$ cat src/rtl/regfile_wb_scheduler.sv
// regfile_wb_scheduler
// Owns the single register-file write port. It arbitrates the ALU (source 0)
// and the load unit (source 1) round-robin and registers the winner onto
// oWrite/oAddrC/oRegC. It also keeps a busy-bit scoreboard that stalls issue
// on RAW and WAW hazards.
//
// Handshake semantics (both writeback sources):
//   A source raises iWbValidN with a stable address and data. It keeps all
//   three stable until a cycle in which oWbReadyN is high. That cycle is the
//   transfer: the request is consumed at the next rising edge. oWbReadyN is
//   combinational, depends only on the valids, the pointer and reset, and is
//   never high in a cycle without the matching valid. At most one of
//   oWbReady0/oWbReady1 is high per cycle.
//   Issue follows the same rule. An instruction is accepted in any cycle
//   where iIssueValid and oIssueReady are both high.
module regfile_wb_scheduler #(
  parameter int DATA_W = 32,
  parameter int ADDR_W = 5,
  parameter int NREG   = 32
) (
  input  logic              iClk,
  input  logic              iRst,
  input  logic              iIssueValid,
  input  logic [ADDR_W-1:0] iIssueDst,
  input  logic [ADDR_W-1:0] iIssueSrcA,
  input  logic [ADDR_W-1:0] iIssueSrcB,
  output logic              oIssueReady,
  input  logic              iWbValid0,
  input  logic [ADDR_W-1:0] iWbAddr0,
  input  logic [DATA_W-1:0] iWbData0,
  output logic              oWbReady0,
  input  logic              iWbValid1,
  input  logic [ADDR_W-1:0] iWbAddr1,
  input  logic [DATA_W-1:0] iWbData1,
  output logic              oWbReady1,
  output logic              oWrite,
  output logic [ADDR_W-1:0] oAddrC,
  output logic [DATA_W-1:0] oRegC,
  output logic [NREG-1:0]   oBusy
);

  // Scoreboard: bit n is set while a write to register n is outstanding.
  // Bit 0 is never set.
  logic [NREG-1:0]   busy_q, busy_d;
  // Round-robin pointer: 0 favours the ALU, 1 favours the load unit.
  logic              rr_q, rr_d;
  // Registered write port.
  logic              wr_q, wr_d;
  logic [ADDR_W-1:0] addr_q, addr_d;
  logic [DATA_W-1:0] data_q, data_d;

  logic              gnt0, gnt1, any_gnt;
  logic [ADDR_W-1:0] sel_addr;
  logic [DATA_W-1:0] sel_data;
  logic              issue_ready, issue_accept;

  // Arbitration: a lone request wins; on contention the pointer decides.
  always_comb begin
    gnt0 = 1'b0;
    gnt1 = 1'b0;
    if (!iRst) begin
      if (iWbValid0 && iWbValid1) begin
        gnt0 = ~rr_q;
        gnt1 = rr_q;
      end else begin
        gnt0 = iWbValid0;
        gnt1 = iWbValid1;
      end
    end
    any_gnt = gnt0 | gnt1;
  end

  // Winner's payload. Data only ever reaches a register, never an output directly.
  always_comb begin
    sel_addr = iWbAddr0;
    sel_data = iWbData0;
    if (gnt1) begin
      sel_addr = iWbAddr1;
      sel_data = iWbData1;
    end
  end

  // Pointer moves away from whoever was just granted; it holds when idle.
  always_comb begin
    rr_d = rr_q;
    if (gnt0) begin
      rr_d = 1'b1;
    end else if (gnt1) begin
      rr_d = 1'b0;
    end
  end

  // Next write-port contents. A grant to r0 is consumed but never written.
  // Address and data hold when there is no grant.
  always_comb begin
    wr_d   = 1'b0;
    addr_d = addr_q;
    data_d = data_q;
    if (any_gnt) begin
      wr_d   = (sel_addr != '0);
      addr_d = sel_addr;
      data_d = sel_data;
    end
  end

  // Issue check uses only registered busy bits.
  // A clear landing this edge is therefore seen one cycle later.
  always_comb begin
    issue_ready  = !iRst
                 && !busy_q[iIssueSrcA]
                 && !busy_q[iIssueSrcB]
                 && !busy_q[iIssueDst];
    issue_accept = iIssueValid && issue_ready;
  end

  // Scoreboard update: clear the register being written this edge, then set
  // the newly issued destination, so a set on the same register wins.
  always_comb begin
    busy_d = busy_q;
    if (wr_q) begin
      busy_d[addr_q] = 1'b0;
    end
    if (issue_accept && (iIssueDst != '0)) begin
      busy_d[iIssueDst] = 1'b1;
    end
    busy_d[0] = 1'b0;
  end

  // State registers. Reset drops in-flight writes and all busy bits.
  always_ff @(posedge iClk) begin
    if (iRst) begin
      busy_q <= '0;
      rr_q   <= 1'b0;
      wr_q   <= 1'b0;
      addr_q <= '0;
      data_q <= '0;
    end else begin
      busy_q <= busy_d;
      rr_q   <= rr_d;
      wr_q   <= wr_d;
      addr_q <= addr_d;
      data_q <= data_d;
    end
  end

  assign oIssueReady = issue_ready;
  assign oWbReady0   = gnt0;
  assign oWbReady1   = gnt1;
  assign oWrite      = wr_q;
  assign oAddrC      = addr_q;
  assign oRegC       = data_q;
  assign oBusy       = busy_q;

endmodule

$ cat config.mk
export PLATFORM = sky130hd
export DESIGN_NAME = regfile_wb_scheduler
export DESIGN_NICKNAME = d
export VERILOG_FILES = /design/src/rtl/regfile_wb_scheduler.sv
export SDC_FILE = /design/constraint.sdc
export NUM_CORES = 1
export LEC_CHECK = 0
export ABC_CLOCK_PERIOD_IN_PS = 4800
export CAP_MARGIN = 20
export CORE_MARGIN = 2
export CORE_UTILIZATION = 47
export DETAILED_ROUTE_END_ITERATION = 10
export GPL_TIMING_DRIVEN = 1
export PLACE_DENSITY_LB_ADDON = 0.25
export SYNTH_ARGS = -nofsm -noshare
export SYNTH_HDL_FRONTEND = slang
export SYNTH_SLANG_ARGS = --single-unit
export TNS_END_PERCENT = 20
$ cat constraint.sdc
create_clock -name iClk -period 4.8 [get_ports iClk]
set_clock_uncertainty 0.1 [all_clocks]
set_input_delay 0.48 -clock iClk [delete_from_list [all_inputs] [get_ports iClk]]
set_output_delay 0.48 -clock iClk [all_outputs]
set_load 0.005 [all_outputs]
Word level (Yosys, flattened, before mapping):

Cells that the tools add are included.

* memory bits (read-only): 0
* memory bits (writable): 0
* memories kept: 0
* word-level logic and storage cells: 54
* register bits after elaboration: 71
* bits in latches: 0
* output and inout port bits: 73
* input port bits: 94

* magnitude comparators: 6
* eq/ne operators: 0
* bitwise operators: 6
* multiply operators: 0
* reduce and logical (&&, ||, !) cells: 16
* mux-type cells: 20
* $add $sub $neg: 0
* divide/modulo/power cells: 0
* shifts and indexed selects: 0

Operators with widths (number)
* $mux W32: 3
* $and A32 B32 Y32: 1
* $not A32 Y32: 1
* $or A32 B32 Y32: 1
* $lt A5 B6 Y1 const B: 4
* $bmux W1 S5: 3
* $mux W1: 11
* $demux W1 S5: 2
* $ge A5 B1 Y1 const B: 2
* $reduce_bool A5 Y1: 2
* $logic_and A1 B1 Y1: 8
* $mux W5: 1
* $logic_not A1 Y1: 4
* $not A1 Y1: 2
* $reduce_bool A2 Y1: 1
* $reduce_or A2 Y1: 1
* $or A1 B1 Y1: 1

Logic depth before layout (Yosys ltp):

* depth in word-level cells: 9
* depth in mapped cells: 8
* depth with buffers taken out: 6

Worst setup path before layout:

Ideal clock, no wire load.

* kind: input to output
* start: input iIssueSrcA[1]
* end: output oIssueReady
* setup slack: 2096 ps
* data arrival time: 2124 ps
* buffers on the path: 1
* required time: 4220 ps
* cell stages on the path: 6
* path through: buf_1 mux4_1 a31oi_1 nand3_1 a311oi_2 and4_2

* word-level cells in the longest chain between the ends: 6

RTL lines
* start: declaration: line 25 `input logic [ADDR_W-1:0] iIssueSrcA,`
* $bmux W1 S5: line 110 `&& !busy_q[iIssueSrcA]`
* $mux W1 (not written as such): line 110
* $logic_not A1 Y1: line 110
* $logic_and A1 B1 Y1: line 110
* $logic_and A1 B1 Y1: line 111 `&& !busy_q[iIssueSrcB]`
* $logic_and A1 B1 Y1: line 112 `&& !busy_q[iIssueDst];`
* end: declaration: line 27 `output logic oIssueReady,`

Every way passes these cells. The select of a mux whose other input is x is not followed.

Final worst setup path:

* start: input iIssueSrcA[0]
* end: output oIssueReady

Same word-level chain as after synthesis.

==> flow_summary_export.csv <==
group,metric,value,unit
outcome,status,"finished, final reports clean",
worst_setup_path,rr_worst_depth,6,
detailed_routing,drt-pass1-iter-count,6,
global_routing,grt_max_degree,75,
detailed_routing,first_iter_violations,315,
hold_path,hp-class,"flip-flop to flip-flop",
clock_network,cts.clk_slew.worst_paths,0.08,ns
hold_path,hp-start,"oRegC[19]",
pwr,powerDensity,249,nW/um^2
worst_setup_path,worstPathArrival,3.49,ns
hold_path,hold_depth,2,
yosys,synth_cell_types,52,
yosys,ys_seq_area_share,34.5,%
sta,fin_tns_setup,0,ns
die,die_h,97.0,microns
worst_setup_path,reg2reg_to,"oBusy[30]",
sta,max_freq,246,MHz
clock_network,clkLatencyLatePin,0.35,ns
die,start_util,49.0,%
worst_setup_path,critPathLaunchType,"primary input",
sta,rsz0062_at_grt,"false",
sta,maxSlewHeadroom,31.9,%
worst_setup_path,r2r-start,"oBusy[9]",
die,core,8300,sq um
worst_setup_path,critPathLaunch,"iIssueSrcA[0]",
yosys,synth_edf_count,0,
detailed_routing,dr_total_vias,4538,
sta,tightestPinTransition,1.02,ns
pwr,ir_drop,0.000188,V
layout,n_antenna_cell,0,
clock_network,cts-root-buf,"clkbuf_8",
sta,timing.final.crit_share,84.8,%
detailed_routing,detail-route-antenna-nets,0,
worst_setup_path,crit_chain,"clkdlybuf4s50_1 -> mux4_1 -> a31oi_1 -> nand3_1 -> a311oi_2 -> and4_2 -> clkdlybuf4s50_1",
placed_design,dp_hpwl,10200,microns
yosys,synth_ff_type,"dfxtp_1",
yosys,async_reset_ff_share,0,%
worst_setup_path,critPathKind,"primary input to primary output",
yosys,syn_inst,507,
sta,final_max_slew_viol_count,0,
die,die_w,97.0,microns
clock_network,cts-buffers-inserted,9,
worst_setup_path,cpPeakStageDelay,0.80,ns
global_routing,antenna_found_initial,0,
detailed_routing,drc,0,
yosys,syn_area,4070,sq um
placed_design,port-buffer-count,165,
clock_network,post_cts_buffers,0,
sta,setup_viol,0,
global_routing,grt_use_total,29.5,%
clock_network,cts.path.max_buffers,2,
placed_design,gp_congestion,0.961,
clock_network,cts-htree-levels,3,
layout,area_growth,46.8,%
clock_network,cts_tree,"built",
worst_setup_path,crit_slowest_cell,"clkdlybuf4s50_1",
worst_setup_path,cp_max_fo,12,
sta,finalCriticalPeriod,4.07,ns
detailed_routing,via_per_inst,5.99,
global_routing,grt_pass1_vias,4442,
sta,finalHoldViolCount,0,
yosys,yosysWarningCount,0,
flow_run,drv_cap,0,
pwr,p_total,1480,uW
hold_path,hold_end,"oRegC[19]",
die,ioPinCount,167,
detailed_routing,wl_per_cell,18.4,microns
clock_network,cts-resized-gates,0,
clock_network,postCtsHoldBufs,0,
yosys,yosys_register_bits,70,
layout,fin_nets,741,
worst_setup_path,path_common_cell,"clkdlybuf4s50_1",
sta,whs,0.396,ns
worst_setup_path,cp-end-kind,"primary output",
die,fp.dieArea,9410,sq um
pwr,leakagePower,0.00216,uW
yosys,syn_nets,601,
die,num_rows,33,
clock_network,cts_sinks,70,
global_routing,grt_pass1_wl,22500,microns
yosys,postSynthAreaPerCell,8.02,sq um
layout,post_route_cells_drive_above_1_share,7.36,%
detailed_routing,routed_wl,13900,microns
worst_setup_path,cp.required,4.22,ns
worst_setup_path,ff2ff_setup_slack,2.22,ns
global_routing,overflow,0,
## state kept, by name (all words and copies together) (netlist names)
signal and flops:
oRegC 32, oBusy 31, oAddrC 5, oWrite 1
rr_q 1
## through the flow
| step | area [sq um] | setup WS [ns] | utilization (%) | std cells |
|---|---|---|---|---|
| after floorplan | 4070 | 2.10 | - | 507 |
| after global placement | 5710 | 0.774 | 68.8 | 740 |
| after detailed placement | 5710 | 0.718 | 68.8 | 740 |
| after CTS | 5940 | 0.731 | 71.6 | 756 |
| after global routing | 5970 | 0.544 | 71.9 | 757 |
| final | 5970 | 0.729 | 71.9 | 757 |
## where the power goes
part | internal, uW | switching [uW]
combinational | 169 | 134
clock | 310 | 240
sequential | 608 | 23.3
## synth_stat cells (8+ instances only)
| master | number | share of area (%) |
|---|---|---|
| a311oi_1 | 40 | 8.6 |
| clkbuf_1 | 28 | 2.6 |
| dfxtp_1 | 70 | 34 |
| inv_1 | 8 | 0.74 |
| mux2i_1 | 18 | 4.4 |
| mux4_2 | 8 | 4.4 |
| nand2_1 | 101 | 9.3 |
| nand3_1 | 10 | 1.2 |
| nand3b_1 | 21 | 3.9 |
| nor2_1 | 50 | 4.6 |
| nor2b_1 | 23 | 3.5 |
| o21ai_0 | 16 | 2.0 |
| o21ai_1 | 31 | 3.8 |
## metal layers
metal  vias to the layer above  routed length [microns]  track usage [%]
met2                       269                     6790             49.3
met5                         -                        0                0
met1                      2115                     5390             35.4
li1                       2119                        -                -
met3                        35                     1350             8.74
met4                         0                      375             11.8
## cells by family (layout without fill, tap and decap cells)
| logic type | count (synthesis) | count (layout) | synth area share (%) |
|---|---|---|---|
| and+or+nand+nor | 242 | 242 | 29.8 |
| buffers and inverters | 49 | 194 | 4.95 |
| DFF | 70 | 70 | 34.5 |
| other | 1 | 1 | 0.0922 |
| muxes | 34 | 34 | 11.4 |
| AOI/OAI and AO/OA | 111 | 111 | 19.3 |
## worst max-delay path, delay by kind of cell
family                 cells  cell delay, ns
AOI/OAI and AO/OA          2            0.67
buffers and inverters      2            1.29
muxes                      1            0.61
and+or+nand+nor            2            0.43
## worst max path at each step
stage | slack (ns) | endpoint | cells after the start
2_1_floorplan | 2.10 | oIssueReady | 6
3_3_place_gp | 0.77 | oIssueReady | 7
3_5_place_dp | 0.72 | oIssueReady | 7
4_1_cts | 0.73 | oIssueReady | 7
5_1_grt | 0.54 | oIssueReady | 7
6_report | 0.73 | oIssueReady | 7
## cell type report
| class | count | area (sq um) |
|---|---|---|
| flip-flops and latches | 70 | 1400 |
| clock inverters | 6 | 93.8 |
| multi-input cells | 388 | 2470 |
| clock buffers | 10 | 138 |
| well taps | 105 | 131 |
| inverters | 8 | 30.0 |
| fillers | 681 | 2330 |
| repair buffers | 170 | 1700 |
## placed cells by master, fill, tap and decap left out, drive strengths merged, types with 2 or more instances in the layout
cell type and count:
clkbuf 10, nor2 50, nand2b 3, nand3 10, a31oi 2, o21ai 47, a22oi 2, dfxtp 70
o211ai 2, inv 9, clkinv 2, buf 6, o41ai 2, mux2 7, o22ai 2, mux2i 18
nor3b 4, a2111oi 2, and4 2, nand3b 21, a311oi 41, nor4 2, mux4 9, nor3 5
a21oi 3, and3 3, or2 2, clkdlybuf4s50 164, nand4 4, nand4b 2, nor2b 23, nor4bb 2
nor4b 4, bufinv 2, a211oi 2, nand2 101
No activity file was read; power rests on OpenSTA's default activity.
